`config.mk`:
```
export PLATFORM = sky130hd
export DESIGN_NAME = dm_arbiter_flat
export DESIGN_NICKNAME = d
export VERILOG_FILES = /design/src/rtl/dm_arbiter_if.sv /design/src/rtl/dm_arbiter.sv /design/src/flat_wrapper.sv
export SDC_FILE = /design/constraint.sdc
export NUM_CORES = 1
export LEC_CHECK = 0
export ABC_AREA = 0
export ABC_CLOCK_PERIOD_IN_PS = 3900
export CAP_MARGIN = 20
export CORE_UTILIZATION = 44
export DETAILED_ROUTE_END_ITERATION = 16
export GPL_TIMING_DRIVEN = 0
export PLACE_DENSITY = 0.93
export SLEW_MARGIN = 25
export SYNTH_ARGS = -nofsm -noshare
export SYNTH_HDL_FRONTEND = slang
export SYNTH_SLANG_ARGS = --single-unit
```
`constraint.sdc`:
```
create_clock -name clk -period 3.9 [get_ports clk]
set_clock_uncertainty 0.15 [all_clocks]
set_input_delay 0.585 -clock clk [delete_from_list [all_inputs] [get_ports clk]]
set_output_delay 0.585 -clock clk [all_outputs]
set_load 0.02 [all_outputs]
```
`src/rtl/dm_arbiter_if.sv`:
```
// Bundles the CPU port, debug port and data-memory signals of dm_arbiter.
// slave: the arbiter's view. master: requesters plus the memory model.
interface dm_arbiter_if #(
    parameter int ADDR_W = 10,
    parameter int DATA_W = 32
);
    logic              c_req;
    logic              c_we;
    logic [31:0]       c_addr;
    logic [DATA_W-1:0] c_wdata;
    logic [31:0]       c_pc;
    logic [DATA_W-1:0] c_rdata;
    logic              c_ack;
    logic              c_stall;

    logic              d_req;
    logic              d_we;
    logic [31:0]       d_addr;
    logic [DATA_W-1:0] d_wdata;
    logic [DATA_W-1:0] d_rdata;
    logic              d_ack;

    logic              mem_we;
    logic [ADDR_W-1:0] mem_addr;
    logic [DATA_W-1:0] mem_wdata;
    logic [DATA_W-1:0] mem_rdata;
    logic              err;

    modport slave (
        input  c_req, c_we, c_addr, c_wdata, c_pc,
        output c_rdata, c_ack, c_stall,
        input  d_req, d_we, d_addr, d_wdata,
        output d_rdata, d_ack,
        output mem_we, mem_addr, mem_wdata, err,
        input  mem_rdata
    );

    modport master (
        output c_req, c_we, c_addr, c_wdata, c_pc,
        input  c_rdata, c_ack, c_stall,
        output d_req, d_we, d_addr, d_wdata,
        input  d_rdata, d_ack,
        input  mem_we, mem_addr, mem_wdata, err,
        output mem_rdata
    );
endinterface

```
`src/rtl/dm_arbiter.sv`:
```
// Round-robin CPU/debug access controller for the single-port data memory; ack 2 cycles after req, one access per 3 cycles.
// Loser's req stays pending and is served next; c_stall holds the pipeline until c_ack. Optional DM_TRACE_EN prints committed writes.
module dm_arbiter #(
    parameter int ADDR_W = 10,
    parameter int DATA_W = 32
) (
    input  logic        clk,
    input  logic        Reset,
    dm_arbiter_if.slave bus
);
    typedef enum logic [1:0] {IDLE, ACCESS, DONE} state_t;
    localparam logic PORT_C = 1'b0;
    localparam logic PORT_D = 1'b1;

    state_t            state, state_nxt;
    logic              gnt;
    logic              last_gnt;
    logic              lat_we;
    logic              lat_port;
    logic [31:0]       lat_addr;
    logic [DATA_W-1:0] lat_wdata;
    logic [DATA_W-1:0] c_rdata_q;
    logic [DATA_W-1:0] d_rdata_q;
    logic              valid;
    logic              start;

    // Word aligned and inside the 2^ADDR_W word window.
    assign valid = (lat_addr[1:0] == 2'b00) && (lat_addr[31:ADDR_W+2] == '0);
    assign start = (state == IDLE) && (bus.c_req || bus.d_req);

    always_comb begin
        gnt = (bus.c_req && bus.d_req) ? ~last_gnt : bus.d_req;
    end

    always_comb begin
        state_nxt = state;
        case (state)
            IDLE:    if (bus.c_req || bus.d_req) state_nxt = ACCESS;
            ACCESS:  state_nxt = DONE;
            DONE:    state_nxt = IDLE;
            default: state_nxt = IDLE;
        endcase
    end

    always_ff @(posedge clk or negedge Reset) begin
        if (!Reset) state <= IDLE;
        else        state <= state_nxt;
    end

    always_ff @(posedge clk or negedge Reset) begin
        if (!Reset) begin
            last_gnt  <= PORT_D;
            lat_we    <= 1'b0;
            lat_port  <= PORT_C;
            lat_addr  <= '0;
            lat_wdata <= '0;
            c_rdata_q <= '0;
            d_rdata_q <= '0;
        end else begin
            if (start) begin
                last_gnt  <= gnt;
                lat_port  <= gnt;
                lat_we    <= gnt ? bus.d_we    : bus.c_we;
                lat_addr  <= gnt ? bus.d_addr  : bus.c_addr;
                lat_wdata <= gnt ? bus.d_wdata : bus.c_wdata;
            end
            // Reads land on the edge leaving ACCESS; an invalid address reads as zero.
            if (state == ACCESS && !lat_we) begin
                if (lat_port == PORT_D) d_rdata_q <= valid ? bus.mem_rdata : '0;
                else                    c_rdata_q <= valid ? bus.mem_rdata : '0;
            end
        end
    end

    assign bus.mem_we    = (state == ACCESS) && lat_we && valid;
    assign bus.mem_addr  = lat_addr[ADDR_W+1:2];
    assign bus.mem_wdata = lat_wdata;
    assign bus.c_ack     = (state == DONE) && (lat_port == PORT_C);
    assign bus.d_ack     = (state == DONE) && (lat_port == PORT_D);
    assign bus.err       = (state == DONE) && !valid;
    assign bus.c_rdata   = c_rdata_q;
    assign bus.d_rdata   = d_rdata_q;
    assign bus.c_stall   = bus.c_req && !bus.c_ack;

`ifdef DM_TRACE_EN
    logic [31:0] lat_pc;

    always_ff @(posedge clk or negedge Reset) begin
        if (!Reset)     lat_pc <= '0;
        else if (start) lat_pc <= gnt ? 32'hFFFF_FFFF : bus.c_pc;
    end

    always_ff @(posedge clk) begin
        if (bus.mem_we) $display("@%h: *%h <= %h", lat_pc, lat_addr, lat_wdata);
    end
`else
    logic unused_pc;
    assign unused_pc = ^bus.c_pc;
`endif
endmodule

```
`src/flat_wrapper.sv`:
```
// flat-port wrapper written by rule: the top's interface ports become plain ports
module dm_arbiter_flat 
#(
    parameter int ADDR_W = 10,
    parameter int DATA_W = 32
)
  (clk, Reset, bus_c_req, bus_c_we, bus_c_addr, bus_c_wdata, bus_c_pc, bus_c_rdata, bus_c_ack, bus_c_stall, bus_d_req, bus_d_we, bus_d_addr, bus_d_wdata, bus_d_rdata, bus_d_ack, bus_mem_we, bus_mem_addr, bus_mem_wdata, bus_err, bus_mem_rdata);
  dm_arbiter_if #(.ADDR_W(ADDR_W), .DATA_W(DATA_W)) bus_i ();
  input  logic clk;
  input  logic Reset;
  input wire logic [$bits(bus_i.c_req)-1:0] bus_c_req;
  input wire logic [$bits(bus_i.c_we)-1:0] bus_c_we;
  input wire logic [$bits(bus_i.c_addr)-1:0] bus_c_addr;
  input wire logic [$bits(bus_i.c_wdata)-1:0] bus_c_wdata;
  input wire logic [$bits(bus_i.c_pc)-1:0] bus_c_pc;
  output wire logic [$bits(bus_i.c_rdata)-1:0] bus_c_rdata;
  output wire logic [$bits(bus_i.c_ack)-1:0] bus_c_ack;
  output wire logic [$bits(bus_i.c_stall)-1:0] bus_c_stall;
  input wire logic [$bits(bus_i.d_req)-1:0] bus_d_req;
  input wire logic [$bits(bus_i.d_we)-1:0] bus_d_we;
  input wire logic [$bits(bus_i.d_addr)-1:0] bus_d_addr;
  input wire logic [$bits(bus_i.d_wdata)-1:0] bus_d_wdata;
  output wire logic [$bits(bus_i.d_rdata)-1:0] bus_d_rdata;
  output wire logic [$bits(bus_i.d_ack)-1:0] bus_d_ack;
  output wire logic [$bits(bus_i.mem_we)-1:0] bus_mem_we;
  output wire logic [$bits(bus_i.mem_addr)-1:0] bus_mem_addr;
  output wire logic [$bits(bus_i.mem_wdata)-1:0] bus_mem_wdata;
  output wire logic [$bits(bus_i.err)-1:0] bus_err;
  input wire logic [$bits(bus_i.mem_rdata)-1:0] bus_mem_rdata;
  assign bus_i.c_req = bus_c_req;
  assign bus_i.c_we = bus_c_we;
  assign bus_i.c_addr = bus_c_addr;
  assign bus_i.c_wdata = bus_c_wdata;
  assign bus_i.c_pc = bus_c_pc;
  assign bus_c_rdata = bus_i.c_rdata;
  assign bus_c_ack = bus_i.c_ack;
  assign bus_c_stall = bus_i.c_stall;
  assign bus_i.d_req = bus_d_req;
  assign bus_i.d_we = bus_d_we;
  assign bus_i.d_addr = bus_d_addr;
  assign bus_i.d_wdata = bus_d_wdata;
  assign bus_d_rdata = bus_i.d_rdata;
  assign bus_d_ack = bus_i.d_ack;
  assign bus_mem_we = bus_i.mem_we;
  assign bus_mem_addr = bus_i.mem_addr;
  assign bus_mem_wdata = bus_i.mem_wdata;
  assign bus_err = bus_i.err;
  assign bus_i.mem_rdata = bus_mem_rdata;
  dm_arbiter #(.ADDR_W(ADDR_W), .DATA_W(DATA_W)) u_core (.clk(clk), .Reset(Reset), .bus(bus_i));
endmodule
```
# Word level (Yosys, flattened, before mapping)
# Index checks and enable logic that the tools add are counted.
# Widths: inputs -> output; s select.
dict set report op_classes {
  n_addsub 0
  n_mul 0
  n_div 0
  n_lt_le_gt_ge 0
  n_eq_ne 3
  shifts 0
  mux 7
  bitwise_logic 2
  reduce_logical 19
}
# operator n
set op_table {}
lappend op_table {{$mux 32} 3}
lappend op_table {{$logic_not 20->1} 1}
lappend op_table {{$logic_and 1x1->1} 10}
lappend op_table {{$logic_not 2->1} 2}
lappend op_table {{$pmux 2 s2} 1}
lappend op_table {{$reduce_and 2->1} 2}
lappend op_table {{$logic_not 1->1} 3}
lappend op_table {{$eq 2x1->1 const B} 1}
lappend op_table {{$eq 2x2->1 const B} 1}
lappend op_table {{$mux 1} 2}
lappend op_table {{$mux 2} 1}
lappend op_table {{$ne 2x2->1 const B} 1}
lappend op_table {{$not 1->1} 2}
lappend op_table {{$logic_or 1x1->1} 1}
dict set report totals {
  reg_bits 133
  latch_bits 0
  ram_bits 0
  romBits 0
  input_bits 198
  out_inout_bits 111
  n_memories 0
}

# Longest topological paths before layout
dict set report logic_depth {
  ltp_word 4
  mapped_depth 5
  depth_no_buf 3
}

# Least setup slack after synthesis
# No wires, ideal clock.
dict set report synth_path {
  path_kind {reg-to-output}
  from {reg u_core.lat_addr[26]}
  to {out bus_mem_we}
  arrival_ps 1604
  required_ps 3165
  setup_slack_ps 1561
  stages_incl_launch_ff 6
  path_buffers 2
  cell_sequence {dfrtp_1 > nor4_1 > nand4_1 > buf_2 > buf_2 > nor3_1}
}
dict set report synth_between {
  elab_chain_cells 3
}
# item line
set synth_lines {}
lappend synth_lines {{from (decl)} dm_arbiter.sv:20} ;# logic [31:0] lat_addr;
lappend synth_lines {{from (signal assigned)} dm_arbiter.sv:64} ;# lat_addr <= gnt ? bus.d_addr : bus.c_addr;
lappend synth_lines {{$logic_not 20->1} dm_arbiter.sv:28} ;# assign valid = (lat_addr[1:0] == 2'b00) && (lat_addr[31:ADDR_W+2] == '0);
lappend synth_lines {{$logic_and 1x1->1} dm_arbiter.sv:28}
lappend synth_lines {{$logic_and 1x1->1} dm_arbiter.sv:75} ;# assign bus.mem_we = (state == ACCESS) && lat_we && valid;
lappend synth_lines {{to (decl)} flat_wrapper.sv:25} ;# output wire logic [$bits(bus_i.mem_we)-1:0] bus_mem_we;
# No other way between the ends.

# Final worst setup path
dict set report layout_path {
  from {reg u_core.lat_addr[13]}
  to {out bus_mem_we}
}
# The elaborated chain is that of the path after synthesis.

==> results.json <==
{
  "synth_flop_cell": "dfrtp_1",
  "cp_common_cell": "buf_2",
  "io_pins": 309,
  "syn_area_mm2": 0.00632,
  "wirelength_um": 18600,
  "slowest_delay_ns": 0.66,
  "coreArea_mm2": 0.0139,
  "pwr_density_cell_mw_per_mm2": 728,
  "drv_slew": 0,
  "end_kind": "output port",
  "synth_area_leaders": "dfrtp_1 52%, mux2_2 15%, mux2_1 6.8%",
  "die_y_um": 122,
  "die_area_mm2": 0.0148,
  "hold_path.class": "flop to flop",
  "first_global_vias": 5597,
  "whs_ns": 0.328,
  "syn-num-nets": 741,
  "layout.nets": 1038,
  "routed-via-count": 5544,
  "fin_area_mm2": 0.00997,
  "tightest_slew_ns": 0.601,
  "drtPass1Iterations": 5,
  "synthTopCellsByCount": "132 x dfrtp_1, 82 x mux2_2, 67 x nand2_1",
  "crit_fanout": 10,
  "setup_viol": 0,
  "clkLatencyLatePin_ns": 0.42,
  "cts_sinks": 133,
  "clkTransAtPathRegs_ns": 0.06,
  "std_cell_rows": 43,
  "grt_setup_unrepaired": "false",
  "track_usage": 0.261,
  "drtIter0Drc": 335,
  "n_fill_cell": 949,
  "crit_arrival_ns": 2.86,
  "gp_congestion": 0.869,
  "synth_edf_count": 0,
  "grt_pass1_wl_um": 29500,
  "final_hold_viol_count": 0,
  "ant_nets": 0,
  "synth_seq_cells": 133,
  "synthArstFlopShare": 1.00,
  "crit_path_cell_trace": "nor4_1, nand4_1, buf_2, buf_2, nor3_1, clkdlybuf4s50_1",
  "die_x_um": 122,
  "cts-root-buf": "clkbuf_16",
  "drive_gt1_frac": 0.198,
  "required_ns": 3.16,
  "ys_types": 30,
  "cts_tree": "built",
  "synth_warnings": 0,
  "setup_tns_ns": 0,
  "htreeDepth": 4,
  "period_needed_ns": 3.60,
  "slowest_stage": "clkdlybuf4s50_1",
  "grt_max_degree": 72,
  "antenna_cells": 0,
  "irDropWorstVdd_v": 0.000384,
  "ys_seq_area_frac": 0.527,
  "drc_errors": 0,
  "yosysMostFrequentCell": "dfrtp_1",
  "place_hpwl_um": 14100,
  "area_growth_pct": 57.8,
  "antenna_found_initial": 0,
  "cts_made_buffers": 17,
  "min_period_over_period": 0.923,
  "cts_buffer_depth": 2,
  "outcome": "finished, final reports clean",
  "wl_per_cell_um": 18.0,
  "grt-ovfl-total": 0,
  "synth_top_area_cell": "dfrtp_1",
  "crit_type": "flop to output port",
  "io_buffers": 276,
  "start_util": 0.453,
  "maxCapViolations": 0,
  "startpoint_type": "flop",
  "cts_resized": 0,
  "leakage_nw": 3.99,
  "yosys.area.top_type_share": 0.523,
  "synth_area_per_cell_um2": 11.6,
  "synthCells": 543,
  "dpl_cell_area_mm2": 0.00934,
  "slew_headroom": 0.599,
  "max_freq_ghz": 0.278,
  "via_per_inst": 5.37
}
[state kept, by name, indices dropped and copies added, names as in the netlist]
signal / flops
u_core.bus.mem_wdata: 32
u_core.bus.d_rdata: 32
u_core.lat_port: 1
u_core.lat_addr: 32
u_core.state: 2
u_core.bus.c_rdata: 32
u_core.lat_we: 1
u_core.last_gnt: 1
[critical path, delay by kind of cell, from the launching register on]
kind | cells | cell delay, ns
flops | 1 | 0.39
buf+inv | 3 | 1.14
simple gates | 3 | 0.91
[placed cells by master (no fill, tap or decap), types with 2 or more instances in the layout]
cell type and count:
clkbuf_1 20, clkbuf_8 5, o21ai_1 39, bufinv_16 3
nand4_1 65, buf_6 5, o21ai_0 26, nor2b_1 2
dfrtp_1 132, clkbuf_16 17, clkdlybuf4s50_1 275, nand2_1 67
mux2_2 82, clkinvlp_4 2, nor2_1 3, mux2_1 38
nor4_1 5, mux2_4 10, buf_2 22, buf_4 14
[cell type report]
type / instances / area (um^2) / area share
plain buffers: 60 / 343 / 0.0344
well taps: 180 / 225 / 0.0226
multi-input cells: 349 / 2640 / 0.265
clock buffers: 24 / 502 / 0.0503
inverters: 1 / 3.75 / 0.000377
clock inverters: 7 / 119 / 0.0119
flip-flops and latches: 133 / 3330 / 0.334
repair buffers: 278 / 2810 / 0.281
[cell families (layout without fill, tap and decap cells)]
group | Yosys count | count (layout) | synth area share
AOI/OAI and AO/OA | 70 | 70 | 0.0572
buffers and inverters | 61 | 370 | 0.0548
DFF | 133 | 133 | 0.527
muxes | 130 | 130 | 0.238
and+or+nand+nor | 149 | 149 | 0.123
[per-stage QoR]
step	setup WS, ns	power [mW]	utilization	instances
after CTS	0.278	7.29	0.715	1032
after global placement	-3.13	5.50	0.668	999
after global routing	0.174	7.63	0.715	1032
final	0.300	7.26	0.715	1032
after floorplan	1.56	4.12	-	543
after detailed placement	0.757	5.60	0.670	1000
[per-layer routing]
metal | wire [um] | global-route usage | up-vias | share of wire
li1 | - | - | 2557 | -
met1 | 7650 | 0.333 | 2703 | 0.41
met2 | 9230 | 0.431 | 247 | 0.50
met3 | 1230 | 0.0618 | 37 | 0.066
met4 | 448 | 0.0965 | 0 | 0.024
met5 | 0 | 0 | - | 0
[power by group]
part,switching [mW],internal (mW)
clock,0.588,1.09
sequential,0.346,1.96
combinational,1.59,1.69
[timing repair]
action / in CTS / in global routing
hold endpoints to repair: 62 / 0
hold buffers: 1 / 0
buffers inserted: 0 / 0
[worst paths after layout]
check	slack, ns	depth (start not counted)	start	end
max	0.30	6	u_core.lat_addr[13]$_DFFE_PN0P_	bus_mem_we
min	0.33	2	u_core.bus.d_rdata[0]$_DFFE_PN0P_	u_core.bus.d_rdata[0]$_DFFE_PN0P_
max reg2reg	1.79	5	u_core.lat_addr[13]$_DFFE_PN0P_	u_core.bus.c_rdata[20]$_DFFE_PN0P_
min reg2reg	0.33	2	u_core.bus.d_rdata[0]$_DFFE_PN0P_	u_core.bus.d_rdata[0]$_DFFE_PN0P_
max in group asynchronous	2.30	3	Reset	u_core.last_gnt$_DFFE_PN1P_
min in group asynchronous	0.56	2	Reset	u_core.bus.d_rdata[14]$_DFFE_PN0P_
Power figures use the tool's default switching activity.
